## src/rtl/re_cam_pkg.sv

```systemverilog
// Shared definitions for the re_camera_ctrl slice: top-level state encoding
// and a counter-width helper used to size the row and slot counters.
package re_cam_pkg;

    typedef enum logic [1:0] {
        IDLE    = 2'd0,
        CAPTURE = 2'd1,
        READOUT = 2'd2,
        DONE    = 2'd3
    } cam_state_t;

    // Bits needed to hold values 0..n-1, never less than one bit.
    function automatic int cnt_w(input int n);
        return (n <= 2) ? 1 : $clog2(n);
    endfunction

endpackage

```

## src/rtl/re_cam_readout.sv

```systemverilog
// Row/slot readout sequencer. A start pulse drives row 0 low on the same
// edge; each row is held low for ADC_CYC cycles with a one-cycle ADC strobe
// at slot ADC_STROBE, and a single all-high gap separates consecutive rows.
// 'done' is combinational and high during the final slot of the last row so
// the parent can register its end-of-frame outputs on the same edge that
// releases the last row enable.
module re_cam_readout
    import re_cam_pkg::*;
#(
    parameter int N_ROWS     = 2,
    parameter int ADC_CYC    = 5,
    parameter int ADC_STROBE = 1
) (
    input  logic              clk,
    input  logic              reset,
    input  logic              start,
    output logic              done,
    output logic [N_ROWS-1:0] nre,
    output logic              adc
);

    localparam int RW = cnt_w(N_ROWS);
    localparam int SW = cnt_w(ADC_CYC + 1);
    localparam logic [RW-1:0]     LAST_ROW  = RW'(N_ROWS - 1);
    localparam logic [SW-1:0]     LAST_SLOT = SW'(ADC_CYC - 1);
    localparam logic [SW-1:0]     STROBE    = SW'(ADC_STROBE);
    localparam logic [N_ROWS-1:0] ROW0_BIT  = N_ROWS'(1);

    logic              r_active;
    logic              r_gap;
    logic [RW-1:0]     r_row;
    logic [SW-1:0]     r_slot;
    logic [N_ROWS-1:0] r_nre;
    logic              r_adc;

    logic              w_row_end;
    logic [RW-1:0]     w_next_row;
    logic [SW-1:0]     w_next_slot;

    assign w_row_end   = r_active && !r_gap && (r_slot == LAST_SLOT);
    assign w_next_row  = r_row + 1'b1;
    assign w_next_slot = r_slot + 1'b1;
    assign done        = w_row_end && (r_row == LAST_ROW);
    assign nre         = r_nre;
    assign adc         = r_adc;

    // Advance slot/row counters and register the row enables and ADC strobe.
    always_ff @(posedge clk) begin
        if (reset) begin
            r_active <= 1'b0;
            r_gap    <= 1'b0;
            r_row    <= '0;
            r_slot   <= '0;
            r_nre    <= '1;
            r_adc    <= 1'b0;
        end else if (start) begin
            r_active <= 1'b1;
            r_gap    <= 1'b0;
            r_row    <= '0;
            r_slot   <= '0;
            r_nre    <= ~ROW0_BIT;
            r_adc    <= (STROBE == '0);
        end else if (r_active) begin
            if (r_gap) begin
                r_gap  <= 1'b0;
                r_row  <= w_next_row;
                r_slot <= '0;
                r_nre  <= ~(ROW0_BIT << w_next_row);
                r_adc  <= (STROBE == '0);
            end else if (w_row_end) begin
                r_nre <= '1;
                r_adc <= 1'b0;
                if (done) begin
                    r_active <= 1'b0;
                end else begin
                    r_gap <= 1'b1;
                end
            end else begin
                r_slot <= w_next_slot;
                r_adc  <= (w_next_slot == STROBE);
            end
        end
    end

endmodule

```

## src/rtl/re_camera_ctrl.sv

```systemverilog
// Camera controller: erase, exposure and row-by-row ADC readout with a
// saturating, button-adjustable exposure time. The FSM here owns exposure,
// erase and status; re_cam_readout sequences the row enables and ADC strobe.
// Optional feature macro: RE_CAM_CONTINUOUS_EN (init during DONE restarts
// capture directly instead of returning to IDLE).
module re_camera_ctrl
    import re_cam_pkg::*;
#(
    parameter int N_ROWS      = 2,
    parameter int EXP_W       = 5,
    parameter int EXP_MIN     = 2,
    parameter int EXP_MAX     = 30,
    parameter int EXP_DEFAULT = 14,
    parameter int ADC_CYC     = 5,
    parameter int ADC_STROBE  = 1
) (
    input  logic              clk,
    input  logic              reset,
    input  logic              init,
    input  logic              exp_incr,
    input  logic              exp_decr,
    output logic [N_ROWS-1:0] nre,
    output logic              expose,
    output logic              erase,
    output logic              adc,
    output logic              busy,
    output logic              frame_done,
    output logic [EXP_W-1:0]  exp_time,
    output logic [1:0]        o_dbg_state
);

    localparam logic [EXP_W-1:0] EXP_LO  = EXP_W'(EXP_MIN);
    localparam logic [EXP_W-1:0] EXP_HI  = EXP_W'(EXP_MAX);
    localparam logic [EXP_W-1:0] EXP_RST = EXP_W'(EXP_DEFAULT);
    localparam logic [EXP_W-1:0] EXP_ONE = EXP_W'(1);

    cam_state_t       r_state;
    logic [EXP_W-1:0] r_exp_time;
    logic [EXP_W-1:0] r_exp_cnt;
    logic             r_expose;
    logic             r_erase;
    logic             r_busy;
    logic             r_frame_done;

    logic             w_ro_start;
    logic             w_ro_done;

    // Readout begins on the edge that ends the last exposure cycle.
    assign w_ro_start = (r_state == CAPTURE) && (r_exp_cnt == EXP_ONE);

    re_cam_readout #(
        .N_ROWS    (N_ROWS),
        .ADC_CYC   (ADC_CYC),
        .ADC_STROBE(ADC_STROBE)
    ) u_readout (
        .clk  (clk),
        .reset(reset),
        .start(w_ro_start),
        .done (w_ro_done),
        .nre  (nre),
        .adc  (adc)
    );

    assign expose      = r_expose;
    assign erase       = r_erase;
    assign busy        = r_busy;
    assign frame_done  = r_frame_done;
    assign exp_time    = r_exp_time;
    assign o_dbg_state = r_state;

    // Main FSM: exposure adjust in IDLE, timed exposure, readout wait, done pulse.
    always_ff @(posedge clk) begin
        if (reset) begin
            r_state      <= IDLE;
            r_exp_time   <= EXP_RST;
            r_exp_cnt    <= '0;
            r_expose     <= 1'b0;
            r_erase      <= 1'b1;
            r_busy       <= 1'b0;
            r_frame_done <= 1'b0;
        end else begin
            case (r_state)
                IDLE: begin
                    if (init) begin
                        r_state   <= CAPTURE;
                        r_exp_cnt <= r_exp_time;
                        r_expose  <= 1'b1;
                        r_erase   <= 1'b0;
                        r_busy    <= 1'b1;
                    end else if (exp_incr && !exp_decr) begin
                        if (r_exp_time < EXP_HI) r_exp_time <= r_exp_time + 1'b1;
                    end else if (exp_decr && !exp_incr) begin
                        if (r_exp_time > EXP_LO) r_exp_time <= r_exp_time - 1'b1;
                    end
                end
                CAPTURE: begin
                    if (w_ro_start) begin
                        r_state  <= READOUT;
                        r_expose <= 1'b0;
                    end else begin
                        r_exp_cnt <= r_exp_cnt - 1'b1;
                    end
                end
                READOUT: begin
                    if (w_ro_done) begin
                        r_state      <= DONE;
                        r_frame_done <= 1'b1;
                        r_erase      <= 1'b1;
                    end
                end
                DONE: begin
                    r_frame_done <= 1'b0;
`ifdef RE_CAM_CONTINUOUS_EN
                    if (init) begin
                        r_state   <= CAPTURE;
                        r_exp_cnt <= r_exp_time;
                        r_expose  <= 1'b1;
                        r_erase   <= 1'b0;
                    end else begin
                        r_state <= IDLE;
                        r_busy  <= 1'b0;
                    end
`else
                    r_state <= IDLE;
                    r_busy  <= 1'b0;
`endif
                end
                default: r_state <= IDLE;
            endcase
        end
    end

endmodule

```

## config.mk

```make
export PLATFORM = sky130hd
export DESIGN_NAME = re_camera_ctrl
export DESIGN_NICKNAME = d
export VERILOG_FILES = /design/src/rtl/re_cam_pkg.sv /design/src/rtl/re_cam_readout.sv /design/src/rtl/re_camera_ctrl.sv
export SDC_FILE = /design/constraint.sdc
export NUM_CORES = 1
export LEC_CHECK = 0
export ABC_AREA = 1
export ABC_CLOCK_PERIOD_IN_PS = 4450
export CORE_ASPECT_RATIO = 0.9
export CORE_MARGIN = 3
export CORE_UTILIZATION = 50
export CTS_CLUSTER_SIZE = 12
export DETAILED_ROUTE_END_ITERATION = 8
export PLACE_DENSITY_LB_ADDON = 0.05
export REMOVE_ABC_BUFFERS = 1
export SLEW_MARGIN = 20
export SYNTH_ARGS = -nofsm -noshare
export SYNTH_HDL_FRONTEND = slang
export SYNTH_SLANG_ARGS = --single-unit
```

## constraint.sdc

```tcl
create_clock -name clk -period 4.45 [get_ports clk]
set_input_delay 0.6675 -clock clk [delete_from_list [all_inputs] [get_ports clk]]
set_output_delay 0.6675 -clock clk [all_outputs]
set_load 0.02 [all_outputs]
```

[Word-level counts from Yosys, hierarchy flattened]
Cells that the tools add are included.
Storage, ports and cells
  bits in registers: 25
  latch bits: 0
  RAM bits: 0
  bits in read-only memories: 0
  input bits: 5
  output and inout bits: 14
  logic and storage cells: 101
  memories: 0
Operators by class
  $add $sub $neg: 5
  $mul: 0
  divide/modulo/power cells: 0
  order comparisons: 2
  equality and inequality tests: 12
  shifts and indexed selects: 1
  multiplexer cells: 34
  bitwise logic cells: 2
  reductions and logical operators: 31
Operators with widths (number)
  $mux W5: 6
  $reduce_bool A2 Y1: 8
  $mux W1: 15
  $reduce_and A2 Y1: 6
  $reduce_and A3 Y1: 4
  $mux W2: 5
  $pmux W5 S2: 1
  $sub A5 B1 Y5 const B: 2
  $ne A2 B1 Y1 const B: 4
  $pmux W1 S2: 4
  $pmux W2 S4: 1
  $logic_and A1 B1 Y1: 6
  $mux W3: 2
  $add A5 B1 Y5 const B: 1
  $eq A5 B1 Y1 const B: 1
  $gt A5 B2 Y1 const B: 1
  $lt A5 B5 Y1 const B: 1
  $reduce_and A5 Y1: 1
  $eq A2 B2 Y1 const B: 2
  $ne A2 B2 Y1 const B: 2
  $add A3 B1 Y3 const B: 1
  $eq A3 B1 Y1 const B: 1
  $eq A3 B3 Y1 const B: 1
  $logic_not A1 Y1: 3
  other kinds (8): 8

[Depth between registers and ports, before layout]
  depth after elaboration: 9
  mapped depth: 11
  gate-level depth less buffers: 11

[Modules after synthesis]
From an unflattened synthesis, not the netlist that was laid out.
Unflattened totals
  cell total of the unflattened synthesis: 225
  area total of the unflattened synthesis: 1551.5 um^2
Modules (own cells, without submodules)
  re_camera_ctrl: instances 1, cells an instance 160, area an instance 1099.8 um^2, sequential area each 320.3 um^2
  re_cam_readout: instances 1, cells an instance 65, area an instance 451.7 um^2, sequential area each 180.2 um^2

[Least setup slack after synthesis]
Ideal clock, no wire load.
  path type: input to register
  from: input exp_decr
  to: register r_exp_time[4] (netlist: exp_time[4])
  setup time: 0.118 ns
  arrival time: 1.784 ns
  data required time: 4.332 ns
  slack: 2.548 ns
  stages: 10
  path buffers: 0
  cells stage by stage: inv_1 > ha_1 > inv_1 > ha_1 > nand2_1 > nand2_1 > o21ai_0 > nand2_1 > nand2_1 > a21oi_1
On the way
  longest elaborated chain between the ends: 4
  elaborated cells on any way between the ends: 8
  classes of those cells: eq/ne: 1; mux: 1; reduce/logical: 6
Ends and longest elaborated chain
  start, declared: RTL line re_camera_ctrl.sv:21  | input logic exp_decr,
  $logic_not A1 Y1: RTL line re_camera_ctrl.sv:90  | end else if (exp_incr && !exp_decr) begin
  $logic_and A1 B1 Y1: RTL line re_camera_ctrl.sv:90
  $ne A2 B1 Y1 (no source line) / $reduce_bool A2 Y1 (equally long branches)
  $reduce_and A5 Y1 (no source line)
  end signal, assigned: RTL line re_camera_ctrl.sv:91  | if (r_exp_time < EXP_HI) r_exp_time <= r_exp_time + 1'b1;
  end signal, assigned: RTL line re_camera_ctrl.sv:93  | if (r_exp_time > EXP_LO) r_exp_time <= r_exp_time - 1'b1;
  end, declared: RTL line re_camera_ctrl.sv:38  | logic [EXP_W-1:0] r_exp_time;
Several ways; a longest one is shown, not always the timed one.
A chain may end at the register's enable or synchronous reset.

[Worst setup path in the final report]
  from: register r_exp_time[4] (netlist: exp_time[4])
  to: output exp_time[4]
RTL lines
  end, declared: RTL line re_camera_ctrl.sv:28  | output logic [EXP_W-1:0] exp_time,
No word-level cell between the ends.

==> results.cfg <==
[grt]
grt_pass1_wl_mm = 5.444
grt_max_degree = 15
grt_usage_pct = 17.69
antenna_found_initial = 0
grt_pass1_vias = 1240
grt-ovfl-total = 0

[power_and_ir_drop]
p_clk_share_pct = 11.8
power_frac_seq_pct = 35.1
vdd_drop_max_mv = 0.2445
leakagePower_nw = 0.8654
combPwrFrac_pct = 53.0
power.density_mw_per_mm2 = 497.5
p_int_uw = 492.6
switching_share_pct = 44.77
p_switching_uw = 399.3

[clock_network]
post_cts_buffers = 0
path_clk_slew_ns = 0.15
cts_tree = done
postCtsHoldBufs = 0
cts_max_path_buffers = 2
clock-sinks = 25
cts_buffers = 3
h-tree-depth = 1
cts-root-buf = clkbuf_4
insertion_delay_ns = 0.32
cts_resized = 0

[die]
die_width_um = 64.98
dieArea_mm2 = 0.003839
initial_core_util_pct = 54.72
core_area_mm2 = 0.002860
rows = 18
ios = 19
die_y_um = 59.08

[setup_path]
slowest_delay_ns = 0.67
crit_chain = clkdlybuf4s50_1
crit_fanout = 7
worstSetupPathDepth = 1
reg2reg_depth = 7
rrSetupSlack_ns = 2.67
crit_family = buffers and inverters
rr_endpoint = exp_time[1]
critPathLaunchType = register
cp.buffers_inverters = 1
worstReg2RegStart = o_dbg_state[0]
cp.arrival_ns = 1.50
cp_slowest_cell = clkdlybuf4s50_1
worstSetupEndpointType = output port
cp.required_ns = 3.78
path_class = reg2out

[final_layout]
layout_common_cells = 62 x nand2_1, 34 x inv_1, 27 x nor2_1
n_antenna_cell = 0
utilization_pct = 62.69
seq_area_um2 = 500.5
n_fill_cell = 285
final_cells = 288
multi_input_area_um2 = 899.6
drive_gt1_share_pct = 6.048
final_nets = 269
area_growth_pct = 14.55
layout_commonest_cell = nand2_1

[yosys]
synth_seq_area_share_pct = 31.97
synth_top_family_by_area = simple AND/OR/NAND/NOR gates
synth_top_area_cell = dfxtp_1
synth_cell_type_count = 29
synth_edf_count = 0
synthSimpleGateAreaFrac_pct = 32.45
post_synth_fa_ha_maj_area_fraction_pct = 12.47
yosys-mux-area-fraction_pct = 0
synth_ff_type = dfxtp_1
synth_cells = 231
avgSynthCellArea_um2 = 6.776
syn_area_mm2 = 0.001565
synth_top_area_share_pct = 31.97
async_reset_ff_share_pct = 0
synth.ff_latch_count = 25
synthXorXnorAreaFrac_pct = 1.679
yosysWarnings = 0
synth_area_leaders = dfxtp_1 32%, nand2_1 15%, ha_1 11%
synth-compound-area-share_pct = 10.87

[sta]
tightestPinTransition_ns = 0.3745
fmax_mhz = 460.7
slew_viol_final = 0
maxSlewHeadroom_pct = 74.95
hold_violations = 0
setup_violations = 0
finalClockSkew_ns = 0.009440
rsz0062_at_grt = no
setup_tns_ns = 0
finalCriticalPeriod_ns = 2.171
holdWs_ns = 0.4563
timing.final.crit_share_pct = 48.78

[drt]
viasPerCell = 4.990
drt_iter0_markers = 83
wirelength_mm = 3.070
wl_per_cell_um = 10.66
num_vias = 1437
drtPass1Iterations = 4
drc_errors = 0
ant_nets = 0

[place]
globalplace.congestion = 0.7974
hpwl_mm = 2.324
dp_cells = 284
io_buffers = 18

[hold_path]
hold_class = reg2reg
min-delay-start = erase
min_path_cells = 2
worst_hold_path.endpoint = erase

[outcome]
status = complete, no violations

[flow_run]
drv_cap = 0
registers in the layout, summed over array words and instances, names as in the netlist, 2 cells and up:
name and count:
u_readout.nre 2, o_dbg_state 2, u_readout.r_slot 3, exp_time 5
r_exp_cnt 5
per-layer routing:
| metal | part of all wire, % | global-route usage, % |
|---|---|---|
| met5 | 0 | 0 |
| met1 | 53 | 25.15 |
| met2 | 43 | 27.84 |
| met3 | 3.8 | 4.175 |
| met4 | 0.62 | 2.711 |
logic make-up (layout without fill, tap and decap cells):
| logic type | Yosys count | count (layout) |
|---|---|---|
| simple gates | 116 | 116 |
| xor+xnor | 3 | 3 |
| fa+ha+maj | 15 | 15 |
| compound gates | 31 | 31 |
| buf+inv | 41 | 58 |
| flops | 25 | 25 |
power groups by stage:
stage	Combinational [mW]	Clock, mW	Sequential [mW]
4_1_cts	0.474	0.112	0.314
6_report	0.473	0.106	0.313
3_5_place_dp	0.470	0	0.319
3_3_place_gp	0.468	0	0.318
5_1_grt	0.541	0.119	0.323
2_1_floorplan	0.315	0	0.345
cell usage after synthesis (2+ instances only):
master and instances:
nand2_1 62, inv_1 34, nor2_1 27, dfxtp_1 25
a21oi_1 16, ha_1 14, nand3_1 12, o21ai_0 8
nand4_1 4, nand2_2 3, buf_2 2, buf_4 2
inv_2 2, nand3_2 2, nand3b_1 2, o211ai_1 2
xnor2_1 2
cell type report:
class,count,share of cell area (%)
inverter,36,7.537
clock buffer,3,1.256
multi-input combinational,165,50.17
tap,40,2.791
clock inverter,1,0.2791
sequential,25,27.91
timing repair buffer,18,10.05
per-stage QoR:
| step | power [mW] | cell area (um^2) | setup WS (ns) |
|---|---|---|---|
| final | 0.8919 | 1793 | 2.279 |
| after global routing | 0.9821 | 1793 | 2.135 |
| after CTS | 0.8991 | 1793 | 2.274 |
| after detailed placement | 0.7894 | 1765 | 1.958 |
| after global placement | 0.7858 | 1765 | 1.990 |
| after floorplan | 0.6594 | 1535 | 2.549 |
how the worst max path moves through the flow:
stage	start	slack, ns	endpoint
after floorplan	exp_decr	2.55	exp_time[4]
after global placement	exp_incr	1.99	exp_time[4]
after global routing	exp_decr	2.14	exp_time[4]
after detailed placement	exp_incr	1.96	exp_time[4]
final	exp_time[4]	2.28	exp_time[4]
after CTS	exp_time[4]	2.27	exp_time[4]
worst register-to-register path, cell delays in order (launching register included):
cell     delay (ns)
dfxtp_1        0.36
inv_1          0.14
ha_1           0.29
nand2_2        0.22
nor2_1         0.19
nand3_1        0.21
a21oi_1        0.17
o21ai_0        0.09
No activity file was read; power rests on OpenSTA's default activity.
